[src/rtl/match_reporter.sv]
// Captures the first matching candidate from the hash-lane array and reports it
// once over an 8N1 UART as uppercase hex followed by CR LF.
module match_reporter #(
  parameter int LANES        = 10,
  parameter int LANE_BITS    = 4,
  parameter int COUNT_W      = 29,
  parameter int PIPE_LATENCY = 64,
  parameter int CLKS_PER_BIT = 868
) (
  input  logic                           CLK,
  input  logic                           reset,
  input  logic [LANES-1:0]               found,
  input  logic [COUNT_W-1:0]             count,
  output logic [COUNT_W+LANE_BITS-1:0]   result,
  output logic                           result_valid,
  output logic                           multi_hit,
  output logic                           overrun,
  output logic                           busy,
  output logic                           tx
);

  // state | meaning
  // IDLE  | line idle (tx high), waiting for a capture
  // START | start bit (tx low) of the current byte
  // DATA  | eight data bits, LSB first
  // STOP  | stop bit (tx high); then next byte or back to IDLE
  localparam logic [1:0] IDLE  = 2'd0;
  localparam logic [1:0] START = 2'd1;
  localparam logic [1:0] DATA  = 2'd2;
  localparam logic [1:0] STOP  = 2'd3;

  localparam int RES_W      = COUNT_W + LANE_BITS;
  localparam int HEX_DIGITS = (RES_W + 3) / 4;
  localparam int PAD_W      = 4 * HEX_DIGITS;
  localparam int NBYTES     = HEX_DIGITS + 2;
  localparam int BYTE_W     = $clog2(NBYTES);
  localparam int TMR_W      = $clog2(CLKS_PER_BIT);
  localparam int WARM_W     = $clog2(PIPE_LATENCY + 1);

  localparam logic [TMR_W-1:0] BIT_LOAD = TMR_W'(CLKS_PER_BIT - 1);

  logic [COUNT_W-1:0]   delay_line [PIPE_LATENCY];
  logic [COUNT_W-1:0]   tail;
  logic [WARM_W-1:0]    warm_cnt;
  logic                 warm_done;
  logic [LANE_BITS-1:0] hit_idx;
  logic                 any_hit;
  logic                 multi;
  logic                 capture;

  logic [1:0]           state;
  logic [TMR_W-1:0]     bit_tmr;
  logic [2:0]           bit_idx;
  logic [BYTE_W-1:0]    byte_idx;
  logic [PAD_W-1:0]     padded;
  logic [3:0]           nib;
  logic [7:0]           tx_byte;

  // The tail is the counter value that produced this cycle's found flags.
  always_ff @(posedge CLK) begin
    if (reset) begin
      for (int i = 0; i < PIPE_LATENCY; i++) delay_line[i] <= '0;
    end else begin
      delay_line[0] <= count;
      for (int i = 1; i < PIPE_LATENCY; i++) delay_line[i] <= delay_line[i-1];
    end
  end

  assign tail = delay_line[PIPE_LATENCY-1];

  always_ff @(posedge CLK) begin
    if (reset) begin
      warm_cnt <= '0;
    end else if (!warm_done) begin
      warm_cnt <= warm_cnt + WARM_W'(1);
    end
  end

  assign warm_done = (warm_cnt == WARM_W'(PIPE_LATENCY));

  always_comb begin
    hit_idx = '0;
    for (int i = LANES - 1; i >= 0; i--) begin
      if (found[i]) hit_idx = LANE_BITS'(i);
    end
  end

  assign any_hit = |found;
  assign multi   = |(found & (found - LANES'(1)));
  assign capture = any_hit && warm_done && !result_valid;

  always_ff @(posedge CLK) begin
    if (reset) begin
      result       <= '0;
      result_valid <= 1'b0;
      multi_hit    <= 1'b0;
      overrun      <= 1'b0;
    end else begin
      if (capture) begin
        result       <= {tail, hit_idx};
        result_valid <= 1'b1;
        multi_hit    <= multi;
      end
      if (any_hit && (result_valid || busy)) overrun <= 1'b1;
    end
  end

  assign padded = PAD_W'(result);

  always_comb begin
    nib     = 4'h0;
    tx_byte = 8'h0A;
    if (byte_idx < BYTE_W'(HEX_DIGITS)) begin
      nib     = 4'(padded >> (4 * (HEX_DIGITS - 1 - int'(byte_idx))));
      tx_byte = (nib < 4'd10) ? (8'h30 + {4'h0, nib}) : (8'h37 + {4'h0, nib});
    end else if (byte_idx == BYTE_W'(HEX_DIGITS)) begin
      tx_byte = 8'h0D;
    end
  end

  // tx is registered and updated on the same edge the state changes.
  always_ff @(posedge CLK) begin
    if (reset) begin
      state    <= IDLE;
      bit_tmr  <= '0;
      bit_idx  <= '0;
      byte_idx <= '0;
      tx       <= 1'b1;
    end else begin
      case (state)
        IDLE: begin
          tx <= 1'b1;
          if (capture) begin
            state    <= START;
            bit_tmr  <= BIT_LOAD;
            byte_idx <= '0;
            tx       <= 1'b0;
          end
        end
        START: begin
          if (bit_tmr == '0) begin
            state   <= DATA;
            bit_tmr <= BIT_LOAD;
            bit_idx <= '0;
            tx      <= tx_byte[0];
          end else begin
            bit_tmr <= bit_tmr - TMR_W'(1);
          end
        end
        DATA: begin
          if (bit_tmr == '0) begin
            bit_tmr <= BIT_LOAD;
            if (bit_idx == 3'd7) begin
              state <= STOP;
              tx    <= 1'b1;
            end else begin
              bit_idx <= bit_idx + 3'd1;
              tx      <= tx_byte[bit_idx + 3'd1];
            end
          end else begin
            bit_tmr <= bit_tmr - TMR_W'(1);
          end
        end
        default: begin
          if (bit_tmr == '0) begin
            if (byte_idx == BYTE_W'(NBYTES - 1)) begin
              state <= IDLE;
              tx    <= 1'b1;
            end else begin
              state    <= START;
              bit_tmr  <= BIT_LOAD;
              byte_idx <= byte_idx + BYTE_W'(1);
              tx       <= 1'b0;
            end
          end else begin
            bit_tmr <= bit_tmr - TMR_W'(1);
          end
        end
      endcase
    end
  end

  assign busy = (state != IDLE);

endmodule

[config.mk]
export PLATFORM = sky130hd
export DESIGN_NAME = match_reporter
export DESIGN_NICKNAME = d
export VERILOG_FILES = /design/src/rtl/match_reporter.sv
export SDC_FILE = /design/constraint.sdc
export NUM_CORES = 2
export LEC_CHECK = 0
export BUFFER_PORTS_ARGS = -buffer_cell sky130_fd_sc_hd__buf_2
export CORE_UTILIZATION = 69
export CTS_BUF_LIST = sky130_fd_sc_hd__clkbuf_8
export CTS_CLUSTER_DIAMETER = 50
export DETAILED_ROUTE_END_ITERATION = 8
export HOLD_SLACK_MARGIN = 0.12
export PLACE_DENSITY_LB_ADDON = 0.12
export SYNTH_ARGS = -nofsm -noshare
export SYNTH_HDL_FRONTEND = slang
export SYNTH_SLANG_ARGS = --single-unit
[constraint.sdc]
create_clock -name CLK -period 6.5 [get_ports CLK]
set_input_delay 0.325 -clock CLK [delete_from_list [all_inputs] [get_ports CLK]]
set_output_delay 0.325 -clock CLK [all_outputs]
set_load 0.02 [all_outputs]
### Word level (Yosys, flattened, before mapping)

Memory sizes are Yosys's and may differ from the RTL's. A register that Yosys moved wholly into a read port is not among the register bits.
Index checks and enable logic that the tools add are counted.

| word-level totals | value |
|---|---|
| bits in registers | 63 |
| latch bits | 0 |
| RAM bits | 1856 |
| memory bits (read-only) | 0 |
| input bits | 41 |
| output and inout port bits | 38 |
| logic and storage cells | 229 |
| memories kept | 1 |

| operators by class | value |
|---|---|
| add/subtract/negate cells | 8 |
| $mul | 0 |
| div/mod/pow operators | 0 |
| order comparisons | 3 |
| eq/ne operators | 13 |
| shift-type cells | 1 |
| multiplexer cells | 109 |
| bitwise operators | 66 |
| reduce and logical (&&, ||, !) cells | 18 |

Memory list:

| name | words | width | read ports | clocked after Yosys merged registers in | write ports | line | source |
|---|---|---|---|---|---|---|---|
| delay_line | 64 | 29 | 64 | 1 | 64 | 42 | `logic [COUNT_W-1:0] delay_line [PIPE_LATENCY];` |

Operators with widths:

| operator | number |
|---|---|
| $mux 29 | 64 |
| $or 1x1->1 | 64 |
| $mux 4 | 13 |
| $mux 10 | 4 |
| $shr 33x32->4 | 1 |
| $pmux 10 s2 | 1 |
| $reduce_or 10->1 | 2 |
| $sub 10x1->10 const B | 2 |
| $add 6x4->7 const A | 2 |
| $mux 7 | 2 |
| $mux 3 | 4 |
| $mux 1 | 11 |
| $and 10x10->10 | 1 |
| $logic_not 10->1 | 1 |
| $mux 2 | 5 |
| $ne 2x2->1 const B | 5 |
| $eq 4x4->1 const B | 2 |
| $lt 4x4->1 const B | 2 |
| $pmux 4 s2 | 1 |
| $reduce_and 4->1 | 2 |
| $add 7x1->7 const B | 1 |
| $eq 7x7->1 const B | 1 |
| $pmux 2 s3 | 1 |
| $pmux 3 s2 | 1 |
| 21 further kinds | 25 |

### Longest topological paths before layout

| logic depth | value |
|---|---|
| depth in word-level cells | 10 |
| depth in mapped cells | 12 |
| gate-level depth less buffers | 9 |

### Worst setup path after synthesis

No wires, ideal clock.

| path | value |
|---|---|
| path type | reg-to-reg |
| start | register byte_idx[0] |
| end | register tx |
| setup time | 87 ps |
| arrival | 2832 ps |
| data required time | 6413 ps |
| path slack | 3581 ps |
| cell stages (with the launch flop) | 11 |
| buffers on the path | 1 |
| period minus slack after synthesis | 2919 ps |
| cells stage by stage | dfxtp_1 > clkbuf_1 > inv_1 > ha_1 > xnor2_1 > mux4_2 > and2_1 > or4_1 > a21oi_1 > a211oi_1 > o31ai_1 |

| on the way | value |
|---|---|
| word-level cells in the longest chain between the ends | 10 |
| elaborated cells on any way between the ends | 19 |
| those cells by class | add/sub: 3; order compare: 2; eq/ne: 2; shift: 1; mux: 11 |

Ends and longest elaborated chain:

| item | line | source |
|---|---|---|
| start: declaration | 54 | `logic [BYTE_W-1:0] byte_idx;` |
| start signal: assignment | 172 | `byte_idx <= byte_idx + BYTE_W'(1);` |
| $sub 4x4->5 | 114 | `nib = 4'(padded >> (4 * (HEX_DIGITS - 1 - int'(byte_idx))));` |
| $shr 33x32->4 | 114 |  |
| $add 6x4->7 or $lt 4x4->1 (tied branches) | 115 | `tx_byte = (nib < 4'd10) ? (8'h30 + {4'h0, nib}) : (8'h37 + {4'h0, nib});` |
| $mux 7 | 115 |  |
| $mux 7 | 113 | `if (byte_idx < BYTE_W'(HEX_DIGITS)) begin` |
| $bmux 1 s3 | 158 | `tx <= tx_byte[bit_idx + 3'd1];` |
| $mux 1 (not written as such) | 158 |  |
| $mux 1 | 153 | `if (bit_idx == 3'd7) begin` |
| $mux 1 | 151 | `if (bit_tmr == '0) begin` |
| $pmux 1 s3 * | 130 | `case (state)` |
| end signal: assignment | 145 | `tx <= tx_byte[0];` |
| end signal: assignment | 158 |  |
| end: declaration | 19 | `output logic tx` |

Mark *: on every way between the ends. The rest lies on a longest branch, timed or not. The select of a mux whose other input is x is not followed.
A chain may end at the register's enable or synchronous reset.

### Worst setup path after layout

Same ends and word-level chain as after synthesis.

==> results by group <==
Detailed routing
  • DR WL/cell: 11.5 um
  • Metal-1 WL: 30600 um
  • DRC Markers: 0
  • Initial DRC Count: 976
  • DRT Pass-1 Iters: 4
  • DR vias: 26.4k
  • Top layer reached by signal wires: met4
  • Met3 routed wirelength: 2250 um
  • Vias per cell: 4.56
  • Post-Route WL: 66500 um
  • Met2 wire length: 31500 um
  • Routed Antenna Nets: 0

STA
  • # setup viols final: 0
  • Final Max Tran Viols: 0
  • Worst-margin pin slew: 1090 ps
  • Max-Slew Margin vs Limit: 27.4%
  • Tmin final: 3570 ps
  • Max Clk Rate: 0.280 GHz
  • Setup_tns: 0 ps
  • Period utilization: 54.9%
  • RSZ-0062 raised after global routing: no
  • Fin. Hold Viols: 0
  • Worst Clk Skew: 57.8 ps

Yosys
  • Mapped cell area: 53000 um^2
  • Ys Warns: 0
  • Mapped Cells: 4350
  • Yosys cell types: 55
  • Post-synth EDFFs: 0
  • Synth async-reset ratio: 0%
  • Post-synth top flop: dfxtp_1
  • Avg Cell Area, Syn: 12.2 um^2
  • FF+latch count, synth: 1919
  • Post-synthesis sequential area ratio: 72.5%
  • Synth Net Count: 4404

Floorplanning
  • Die Y-Extent: 279 um
  • Die area: 77900 um^2
  • Core ar.: 75900 um^2
  • Chip width: 279 um
  • Initial core utilization: 69.8%
  • Placement Rows: 101
  • IO Pins: 79

Critical path
  • Reg2Reg Setup Slack: 2930 ps
  • Worst r2r path cells: 9
  • Worst r2r dst: tx
  • Crit path DAT: 4260 ps
  • Worst r2r src: byte_idx[0]
  • Crit path launch type: flop
  • Critical path class: reg -> reg
  • Worst setup EP type: flop
  • Crit-path max FO: 18
  • Req. time, crit path: 7200 ps

GRT
  • Initial antenna violation count: 1
  • First-pass GRT wire length: 115000 um
  • Gr usage total: 17.5%
  • Largest net degree at the start of global routing: 267
  • Vias in the first global route: 25.9k
  • Total grt overflow: 0

Clock network
  • Maximum level of the CTS H-tree: 5
  • CTS max path bufs: 4
  • CTS tree: yes
  • CTS buffer count: 289
  • # clock sinks: 1919
  • Root Driver: clkbuf_8
  • Worst skew pair latency: 880 ps
  • Reg clk slew, reported paths: 60 ps

Power
  • Internal Power: 16.8 mW
  • Seq pwr share: 55.7%
  • Switching share of power: 21.1%
  • Combinational share of power: 2.8%
  • Maximum VDD drop: 0.000283 V
  • Leak: 24.2 nW
  • Clock power frac: 41.5%
  • P per Cell Area: 355 nW/um^2
  • Net Sw Power: 4.49 mW

Cells and area
  • Commonest non-fill, non-tap cell in the layout: dfxtp_1
  • Utilization after layout: 79.0%
  • Most frequent cells in the layout: dfxtp_1, nor2b_1, clkbuf_8
  • Filler cells: 4545
  • Fraction of layout cells with a size suffix above 1: 9.90%
  • Layout Area Growth over Synthesis: 13.2%
  • Post-layout nets: 4621

Placed design
  • Buffers added on ports: 78
  • GP Congestion: 0.762
  • Detailed-placement wirelength estimate: 31300 um

Min path
  • Destination of the worst hold path: delay_line[0][3]
  • WHS Path Cells: 3
  • Min-Delay Startpoint: count[3]
  • Hold Crit Class: in -> reg

Run
  • MaxCap Viol Count: 0

Run status
  • Outcome: completed
==> cell families after synthesis <==
family / share of synthesized area (%)
XOR/XNOR: 0.281
adder cells (fa/ha/maj): 0.326
buffers and inverters: 1.78
flip-flops: 72.5
multiplexers: 0.468
AO/OA/AOI/OAI: 0.973
AND/OR/NAND/NOR: 23.6
==> per-stage QoR <==
stage | cell area (um^2) | power, mW | cells | hold WS (ps) | worst slack, ps
6_report | 60000 | 21.3 | 5787 | 209 | 2930
3_5_place_dp | 54000 | 12.7 | 5240 | 420 | 2950
4_1_cts | 60000 | 21.6 | 5786 | 124 | 2890
5_1_grt | 60000 | 22.2 | 5787 | 173 | 2650
3_3_place_gp | 54000 | 12.7 | 5240 | 415 | 2930
2_1_floorplan | 53000 | 12.6 | 4350 | 414 | 3580
==> worst max-delay path, stage by stage (launching register included) <==
cell and delay, ps:
dfxtp_1 560, inv_1 240, ha_1 920, mux2i_1 180, mux4_2 550, and2_1 220
o311ai_0 290, a21oi_1 120, a211oi_1 230, o31ai_1 110
==> power groups by stage <==
stage | Clock (mW) | Sequential (mW) | Combinational, mW
final | 8.85 | 11.9 | 0.598
after global routing | 9.70 | 11.9 | 0.666
after CTS | 9.14 | 11.9 | 0.598
after detailed placement | 0 | 12.1 | 0.568
after global placement | 0 | 12.1 | 0.565
after floorplan | 0 | 12.1 | 0.465
==> cell type report <==
class / instances / area, um^2 / share of cell area, %
clock buffers: 345 / 4750 / 7.92
diodes: 1 / 2.50 / 0.00417
clock inverters: 135 / 602 / 1.00
multi-input cells: 2183 / 13600 / 22.7
repair buffers: 155 / 1240 / 2.06
inverters: 19 / 71.3 / 0.119
flip-flops and latches: 1919 / 38400 / 64.0
well taps: 1030 / 1290 / 2.15
==> worst max-delay path by stage <==
stage	slack (ps)	startpoint	depth (start not counted)	to
detailed placement	2950	byte_idx[0]	9	tx
global placement	2930	byte_idx[0]	9	tx
CTS	2890	byte_idx[0]	9	tx
global route	2650	byte_idx[0]	9	tx
floorplan	3580	byte_idx[0]	10	tx
finish	2930	byte_idx[0]	9	tx
==> cells in the mapped netlist, drive strengths merged (3+ instances only) <==
cell type / number / share of area, %
mux2i: 18 / 0.34
xnor2: 6 / 0.099
nand3: 15 / 0.17
buf: 7 / 0.076
a21oi: 53 / 0.50
nor3: 17 / 0.18
nor4: 5 / 0.071
nor2: 45 / 0.32
nand4: 5 / 0.059
clkbuf: 222 / 1.6
a21o: 4 / 0.057
or4: 4 / 0.057
xor2: 11 / 0.18
ha: 13 / 0.31
nand2: 79 / 0.56
nand2b: 6 / 0.071
dfxtp: 1919 / 73
and3: 3 / 0.035
nor2b: 1856 / 22
inv: 19 / 0.13
mux4: 3 / 0.13
a211oi: 4 / 0.057
a22oi: 4 / 0.083
==> repair_timing <==
item	CTS	global route
hold buffers	66	0
buffers inserted	0	0
resized for setup	0	0
endpoints found under the hold margin	230	0
==> routing by layer <==
layer,global-route usage (%),vias up
met5,0,-
met4,9.81,0
met3,4.03,165
met2,29.1,374
met1,21.0,12200
li1,-,13700
==> registers in the layout, indices dropped and copies added, names as in the netlist, 2 cells and up <==
register and flops:
bit_idx 3, bit_tmr 10, byte_idx 4, delay_line 1856, result 33, state 2, warm_cnt 7
Power figures use the tool's default switching activity.
